$ cat src/rtl/dt_repack_if.sv
// rtl/dt_repack_if.sv - control and memory bus bundle for the result-map repacker
//
// Signals:
//   start     frame start request (into the repacker)
//   busy      frame in progress
//   done      frame complete, held until the next accepted start or reset
//   res_rd    res memory read enable
//   res_addr  res memory pixel address, row*128+col
//   res_di    res memory read data (combinational read of res_addr)
//   sti_wr    sti memory write strobe, one cycle per word
//   sti_addr  sti word address
//   sti_do    packed sti word, bit 15 = lowest pixel address
// Modports: master = repacker side, slave = memory/controller side.
`timescale 1ns/1ps
interface dt_repack_if;
    logic        start;
    logic        busy;
    logic        done;
    logic        res_rd;
    logic [13:0] res_addr;
    logic [7:0]  res_di;
    logic        sti_wr;
    logic [9:0]  sti_addr;
    logic [15:0] sti_do;

    modport master (
        input  start, res_di,
        output busy, done, res_rd, res_addr, sti_wr, sti_addr, sti_do
    );

    modport slave (
        output start, res_di,
        input  busy, done, res_rd, res_addr, sti_wr, sti_addr, sti_do
    );
endinterface

$ cat src/rtl/dt_repack.sv
// rtl/dt_repack.sv - thresholds a 128x128 8-bit result map into 1024 packed 16-bit sti words
//
// Parameter:
//   THRESH  pixel bit = 1 iff res_di > THRESH (unsigned)
// Ports:
//   clk     sole clock, rising edge
//   reset   synchronous active-high reset
//   bus     dt_repack_if.master: start/busy/done control, res read port, sti write port
//
// Timing: the start-accept edge (E0) issues res_addr 0; every following edge
// samples the pixel at the address issued on the previous edge, so pixel k-1
// lands at edge Ek. Word m-1 is written on edge E16m and done rises at E16385.
`timescale 1ns/1ps
module dt_repack #(
    parameter logic [7:0] THRESH = 8'd0
) (
    input  logic        clk,
    input  logic        reset,
    dt_repack_if.master bus
);

    typedef enum logic [1:0] {
        IDLE  = 2'd0,
        RUN   = 2'd1,
        FLUSH = 2'd2,
        FIN   = 2'd3
    } state_t;

    localparam logic [13:0] LAST_ADDR = 14'd16383;

    state_t      state;
    logic [15:0] acc;

    logic        pix_bit;
    logic [15:0] pix_mask;
    logic [15:0] acc_next;
    logic        sampling;

    // res_addr still holds the address of the pixel currently on res_di,
    // so its low nibble selects the bit position inside the word.
    assign pix_bit  = (bus.res_di > THRESH);
    assign pix_mask = 16'h8000 >> bus.res_addr[3:0];
    assign acc_next = pix_bit ? (acc | pix_mask) : acc;

    // FLUSH samples exactly once (the last pixel), flagged by res_rd still high.
    assign sampling = (state == RUN) || ((state == FLUSH) && bus.res_rd);

    always_ff @(posedge clk) begin
        if (reset) begin
            state        <= IDLE;
            bus.busy     <= 1'b0;
            bus.done     <= 1'b0;
            bus.res_rd   <= 1'b0;
            bus.res_addr <= '0;
            bus.sti_wr   <= 1'b0;
            bus.sti_addr <= '0;
            bus.sti_do   <= '0;
            acc          <= '0;
        end else begin
            bus.sti_wr <= 1'b0;

            if (sampling) begin
                if (bus.res_addr[3:0] == 4'hF) begin
                    bus.sti_wr   <= 1'b1;
                    bus.sti_addr <= bus.res_addr[13:4];
                    bus.sti_do   <= acc_next;
                    acc          <= '0;
                end else begin
                    acc <= acc_next;
                end
            end

            case (state)
                IDLE, FIN: begin
                    if (bus.start) begin
                        state        <= RUN;
                        bus.busy     <= 1'b1;
                        bus.done     <= 1'b0;
                        bus.res_rd   <= 1'b1;
                        bus.res_addr <= '0;
                        acc          <= '0;
                    end
                end
                RUN: begin
                    // Issuing the final address moves to FLUSH, so res_addr
                    // stops at LAST_ADDR instead of wrapping.
                    bus.res_addr <= bus.res_addr + 14'd1;
                    if (bus.res_addr == LAST_ADDR - 14'd1) begin
                        state <= FLUSH;
                    end
                end
                FLUSH: begin
                    if (bus.res_rd) begin
                        bus.res_rd <= 1'b0;
                    end else begin
                        state    <= FIN;
                        bus.busy <= 1'b0;
                        bus.done <= 1'b1;
                    end
                end
                default: begin
                    state      <= IDLE;
                    bus.busy   <= 1'b0;
                    bus.res_rd <= 1'b0;
                end
            endcase
        end
    end

endmodule

$ cat src/flat_wrapper.sv
// flat-port wrapper written by rule: the top's interface ports become plain ports
module dt_repack_flat 
#(
    parameter logic [7:0] THRESH = 8'd0
)
  (clk, reset, bus_start, bus_res_di, bus_busy, bus_done, bus_res_rd, bus_res_addr, bus_sti_wr, bus_sti_addr, bus_sti_do);
  dt_repack_if bus_i ();
  input  logic clk;
  input  logic reset;
  input wire logic [$bits(bus_i.start)-1:0] bus_start;
  input wire logic [$bits(bus_i.res_di)-1:0] bus_res_di;
  output wire logic [$bits(bus_i.busy)-1:0] bus_busy;
  output wire logic [$bits(bus_i.done)-1:0] bus_done;
  output wire logic [$bits(bus_i.res_rd)-1:0] bus_res_rd;
  output wire logic [$bits(bus_i.res_addr)-1:0] bus_res_addr;
  output wire logic [$bits(bus_i.sti_wr)-1:0] bus_sti_wr;
  output wire logic [$bits(bus_i.sti_addr)-1:0] bus_sti_addr;
  output wire logic [$bits(bus_i.sti_do)-1:0] bus_sti_do;
  assign bus_i.start = bus_start;
  assign bus_i.res_di = bus_res_di;
  assign bus_busy = bus_i.busy;
  assign bus_done = bus_i.done;
  assign bus_res_rd = bus_i.res_rd;
  assign bus_res_addr = bus_i.res_addr;
  assign bus_sti_wr = bus_i.sti_wr;
  assign bus_sti_addr = bus_i.sti_addr;
  assign bus_sti_do = bus_i.sti_do;
  dt_repack #(.THRESH(THRESH)) u_core (.clk(clk), .reset(reset), .bus(bus_i));
endmodule
$ cat config.mk
export PLATFORM = sky130hd
export DESIGN_NAME = dt_repack_flat
export DESIGN_NICKNAME = d
export VERILOG_FILES = /design/src/rtl/dt_repack_if.sv /design/src/rtl/dt_repack.sv /design/src/flat_wrapper.sv
export SDC_FILE = /design/constraint.sdc
export NUM_CORES = 1
export LEC_CHECK = 0
export ABC_AREA = 0
export CORE_MARGIN = 2
export CORE_UTILIZATION = 32
export DETAILED_ROUTE_END_ITERATION = 16
export GPL_TIMING_DRIVEN = 0
export PLACE_DENSITY = 0.55
export SLEW_MARGIN = 20
export SYNTH_ARGS = -nofsm -noshare
export SYNTH_HDL_FRONTEND = slang
export SYNTH_SLANG_ARGS = --single-unit
$ cat constraint.sdc
create_clock -name clk -period 5 [get_ports clk]
set_input_delay 1.25 -clock clk [delete_from_list [all_inputs] [get_ports clk]]
set_output_delay 1.25 -clock clk [all_outputs]
set_load 0.005 [all_outputs]
**Word level (Yosys, flattened, before mapping)**

Cells that the tools add are included.

- Register bits after elaboration: 62
- Output and inout port bits: 44
- Logic and storage cells: 53

- Add/subtract/negate cells: 1
- Order comparisons: 1
- Equality and inequality tests: 8
- Shift-type cells: 1
- Multiplexer cells: 19
- Bitwise operators: 2
- Reduce and logical (&&, ||, !) cells: 12

Operators with widths:

| cell | count |
|---|---|
| $mux 16 | 5 |
| $pmux 14 s2 | 1 |
| $or 16x16->16 | 1 |
| $shr 16x4->16 const A | 1 |
| $add 14x1->14 const B | 1 |
| $eq 14x14->1 const B | 1 |
| $mux 14 | 1 |
| $gt 8x1->1 const B | 1 |
| $mux 2 | 3 |
| $ne 2x2->1 const B | 3 |
| $pmux 1 s2 | 3 |
| $pmux 2 s3 | 1 |
| $reduce_and 2->1 | 3 |
| $reduce_and 3->1 | 2 |
| $mux 1 | 5 |
| $eq 2x2->1 const B | 2 |
| $eq 4x4->1 const B | 1 |
| $reduce_bool 2->1 | 2 |
| $reduce_or 2->1 | 2 |
| $eq 2x1->1 const B | 1 |
| $logic_not 2->1 | 1 |
| $logic_and 1x1->1 | 1 |
| $logic_or 1x1->1 | 1 |
| $not 1->1 | 1 |

**Logic depth before layout (Yosys ltp)**

- Depth after elaboration: 7
- Gate-level depth with buffers: 9
- Mapped depth without buffers: 6

**Worst setup path after synthesis**

OpenSTA, ideal clock, no wires.

- Kind: input-to-reg
- Start: input bus_res_di[4]
- End: register u_core.acc[3]
- Data arrival time: 2205 ps
- Data required time: 4883 ps
- Path slack: 2678 ps
- Cell stages on the path: 5
- Path buffers: 1
- Cell sequence: nor4_1 -> a21oi_1 -> clkbuf_1 -> a31oi_1 -> nor2_1

- Longest elaborated chain between the ends: 6

Ends and longest elaborated chain:

| what | line | source |
|---|---|---|
| start, declared | flat_wrapper.sv:11 | `input wire logic [$bits(bus_i.res_di)-1:0] bus_res_di;` |
| $gt 8x1->1 (*) | dt_repack.sv:41 | `assign pix_bit = (bus.res_di > THRESH);` |
| $mux 16 (*) | dt_repack.sv:43 | `assign acc_next = pix_bit ? (acc \| pix_mask) : acc;` |
| $mux 16 (*) | dt_repack.sv:63 | `if (bus.res_addr[3:0] == 4'hF) begin` |
| $mux 16 (*) | dt_repack.sv:62 | `if (sampling) begin` |
| $mux 16 | dt_repack.sv:75 | `if (bus.start) begin` |
| $mux 16 (*) | dt_repack.sv:73 | `case (state)` |
| end signal, assigned | dt_repack.sv:69 | `acc <= acc_next;` |
| end, declared | dt_repack.sv:32 | `logic [15:0] acc;` |

Every way passes the cells marked *; elsewhere a longest branch is shown, timed or not.
A chain may end at the register's enable or synchronous reset.

**Worst setup path in the final report**

- Start: input bus_start
- End: register u_core.bus.res_addr[12]

- Longest elaborated chain between the ends: 2

Ends and longest elaborated chain:

| what | line | source |
|---|---|---|
| start, declared | flat_wrapper.sv:10 | `input wire logic [$bits(bus_i.start)-1:0] bus_start;` |
| $ne 2x2->1 (no source line) | - |  |
| $reduce_and 2->1 (no source line) | - |  |
| end signal, assigned | dt_repack.sv:87 | `bus.res_addr <= bus.res_addr + 14'd1;` |
| end, declared | dt_repack_if.sv:28 | `output busy, done, res_rd, res_addr, sti_wr, sti_addr, sti_do` |

Every way passes these cells.

==> impl_metrics.csv <==
group,metric,value,unit
logic_synthesis,synth_top_area_cell,"dfxtp_1",
clock_tree,clk_latency,340,ps
logic_synthesis,synth_top_cell_area_share,0.4958,
clock_tree,cts_max_path_buffers,2,
logic_synthesis,synth_edf_count,0,
sta,slew_viol_final,0,
worst_setup_path,path_max_fanout,10,
detailed_routing,drtAntennaViolNets,0,
worst_setup_path,worst_path_largest_cell_delay,610,ps
die,ios,55,
worst_setup_path,cp-end-kind,"register",
logic_synthesis,synth_top_flop_cell,"dfxtp_1",
grt,grt_max_degree,12,
clock_tree,h-tree-depth,3,
worst_setup_path,startpoint_type,"input port",
logic_synthesis,syn_area,2504,sq um
grt,grt_pass1_vias,2232,
logic_synthesis,ys_seq_area_frac,0.4958,
detailed_routing,vias,2306,
sta,max_freq,355.3,MHz
detailed_routing,drc,0,
clock_tree,cts_tree,"done",
detailed_routing,wire_per_inst,13.84,um
place,placedInstanceArea,3172,sq um
clock_tree,path_clk_slew,70,ps
die,die_h,92.45,um
sta,tightest_slew,603.3,ps
sta,finalSetupViolations,0,
detailed_routing,drtPass1Iterations,4,
place,dp.cells,456,
run,cap_violations,0,
grt,grt_antenna_before_repair,0,
grt,track_usage,0.1626,
cells_and_area,synthToLayoutAreaGrowth,34.63,%
worst_setup_path,cp_cell_sequence,"clkdlybuf4s50_1 > nand2_1 > o21bai_1 > clkbuf_1 > nor2_1 > a31o_2",
clock_tree,cts_setup_buffers,0,
grt,grt_overflow,0,
logic_synthesis,synth_nets,319,
place,dpl.hpwl,4740,um
sta,grt_setup_unrepaired,"no",
worst_setup_path,required,5230,ps
place,io_buffers,54,
worst_setup_path,arrival,3040,ps
logic_synthesis,synth_area_leaders,"dfxtp_1, nand2_1, a21oi_1, nor2_1, a31oi_1",
sta,hold_viol_final,0,
clock_tree,holdBufCountCts,0,
logic_synthesis,synth.distinct_cells,33,
power_and_ir_drop,power.density,369.3,nW/um^2
detailed_routing,routed_wl,6531,um
cells_and_area,antennaDiodeCount,0,
power_and_ir_drop,vdd_drop_max,0.4054,mV
sta,post-route-period-util,0.5629,
clock_tree,cts_buffers,9,
die,rows,32,
worst_hold_path,hold_path.class,"reg -> reg",
sta,skew,7.119,ps
detailed_routing,vias_per_cell,4.886,
logic_synthesis,yosys_warnings,0,
cells_and_area,fill_cells,788,
cells_and_area,layout.cells.non_filler,472,
worst_setup_path,crit_type,"in -> reg",
sta,fin_tns_setup,0,ps
clock_tree,clock_sinks,62,
detailed_routing,drt-initial-drc-count,112,
cells_and_area,final_area,3371,sq um
die,die_w,92.45,um
worst_setup_path,critPathSlowestCell,"clkdlybuf4s50_1",
power_and_ir_drop,power.leakage,1.133,nW
die,start_util,0.3274,
grt,grt_pass1_wl,10900,um
clock_tree,cts-resized-gates,0,
logic_synthesis,postSynthAreaPerCell,8.346,sq um
place,gp_congestion,0.8033,
logic_synthesis,synth-seq-cells,62,
die,dieArea,8547,sq um
logic_synthesis,netlist_instances,300,
clock_tree,root_buffer,"clkbuf_8",
cells_and_area,drive_above_1_share,0.08378,
logic_synthesis,synth_async_sr_flop_share,0,
cells_and_area,final_nets,384,
sta,max_slew_margin,0.5963,
die,coreArea,7647,sq um
outcome,status,"completed",
sta,fin_crit,2815,ps
metrics by stage:
step	setup slack, ps	utilization	hold WS (ps)	power [mW]
2_1_floorplan	2678	-	431.3	0.7252
3_3_place_gp	1854	0.4148	443.0	0.8138
3_5_place_dp	1836	0.4148	446.2	0.8160
4_1_cts	2213	0.4408	455.7	1.260
5_1_grt	2037	0.4408	472.1	1.316
6_report	2185	0.4408	451.8	1.245
layer usage:
metal / up-vias / wire length, um / track usage / share of wire
met5: - / 0 / 0 / 0
met4: 0 / 124 / 0.05970 / 0.019
met3: 12 / 262 / 0.05614 / 0.040
met2: 51 / 3049 / 0.2603 / 0.47
met1: 1071 / 3095 / 0.2021 / 0.47
li1: 1172 / - / - / -
registers in the layout (all words and copies together), names as in the netlist:
name / cells
u_core.acc: 16
u_core.bus.busy: 1
u_core.bus.done: 1
u_core.bus.res_addr: 14
u_core.bus.res_rd: 1
u_core.bus.sti_addr: 10
u_core.bus.sti_do: 16
u_core.bus.sti_wr: 1
u_core.state: 2
report_power, final:
part | internal, mW | switching (mW)
Combinational | 0.0982 | 0.168
Clock | 0.242 | 0.196
Sequential | 0.517 | 0.0236
Total | 0.857 | 0.388
worst paths after layout:
path,startpoint,to,slack [ps],depth (start not counted)
worst max register to register,u_core.bus.res_addr[1],u_core.bus.sti_addr[3],2870,6
worst min register to register,u_core.bus.sti_do[10],u_core.bus.sti_do[10],450,2
worst max-delay path,bus_start,u_core.bus.res_addr[12],2190,6
worst min-delay path,u_core.bus.sti_do[10],u_core.bus.sti_do[10],450,2
synthesized netlist by cell type, types with 2 or more instances:
| cell | count |
|---|---|
| nand3_1 | 6 |
| a31oi_1 | 17 |
| clkbuf_1 | 6 |
| ha_1 | 8 |
| a311oi_1 | 7 |
| or2_2 | 3 |
| nor3_1 | 10 |
| nor2_1 | 42 |
| or4_1 | 2 |
| inv_1 | 10 |
| o21ai_0 | 2 |
| buf_1 | 3 |
| nand2_1 | 51 |
| nor4_1 | 7 |
| xnor2_1 | 7 |
| buf_2 | 6 |
| a21oi_1 | 35 |
| dfxtp_1 | 62 |
| nand4_2 | 2 |
layout make-up:
| class | count | area [sq um] | area share |
|---|---|---|---|
| Clock buffer | 10 | 137.6 | 0.04083 |
| Sequential cell | 62 | 1241 | 0.3682 |
| Inverter | 10 | 37.54 | 0.01114 |
| Multi-Input combinational cell | 212 | 1154 | 0.3422 |
| Clock inverter | 6 | 61.31 | 0.01819 |
| Buffer | 16 | 71.32 | 0.02116 |
| Tap cell | 102 | 127.6 | 0.03786 |
| Timing Repair Buffer | 54 | 540.5 | 0.1604 |
critical path, delay by kind of cell:
kind            cells  cell delay, ps
compound gates      2             500
simple gates        2             260
buf+inv             2            1020
cells in the final DEF (no fill, tap or decap), types with 2 or more instances in the layout:
cell type / count
dfxtp_1: 62
clkdlybuf4s50_1: 54
nand2_1: 51
nor2_1: 42
a21oi_1: 35
a31oi_1: 17
inv_1: 10
nor3_1: 10
clkbuf_8: 10
ha_1: 8
nor4_1: 7
a311oi_1: 7
xnor2_1: 7
clkbuf_1: 6
buf_2: 6
nand3_1: 6
or2_2: 3
buf_1: 3
clkinv_2: 3
nand4_2: 2
or4_1: 2
o21ai_0: 2
cell families after synthesis:
logic type,after synthesis,share of synthesized area
AOI/OAI and AO/OA,68,0.1634
muxes,1,0.003998
and+or+nand+nor,128,0.2289
adders and majority gates,8,0.03998
xor gates and xnor gates,7,0.02449
buffers and inverters,26,0.04348
DFF,62,0.4958
(Power assumes the default switching activity.)
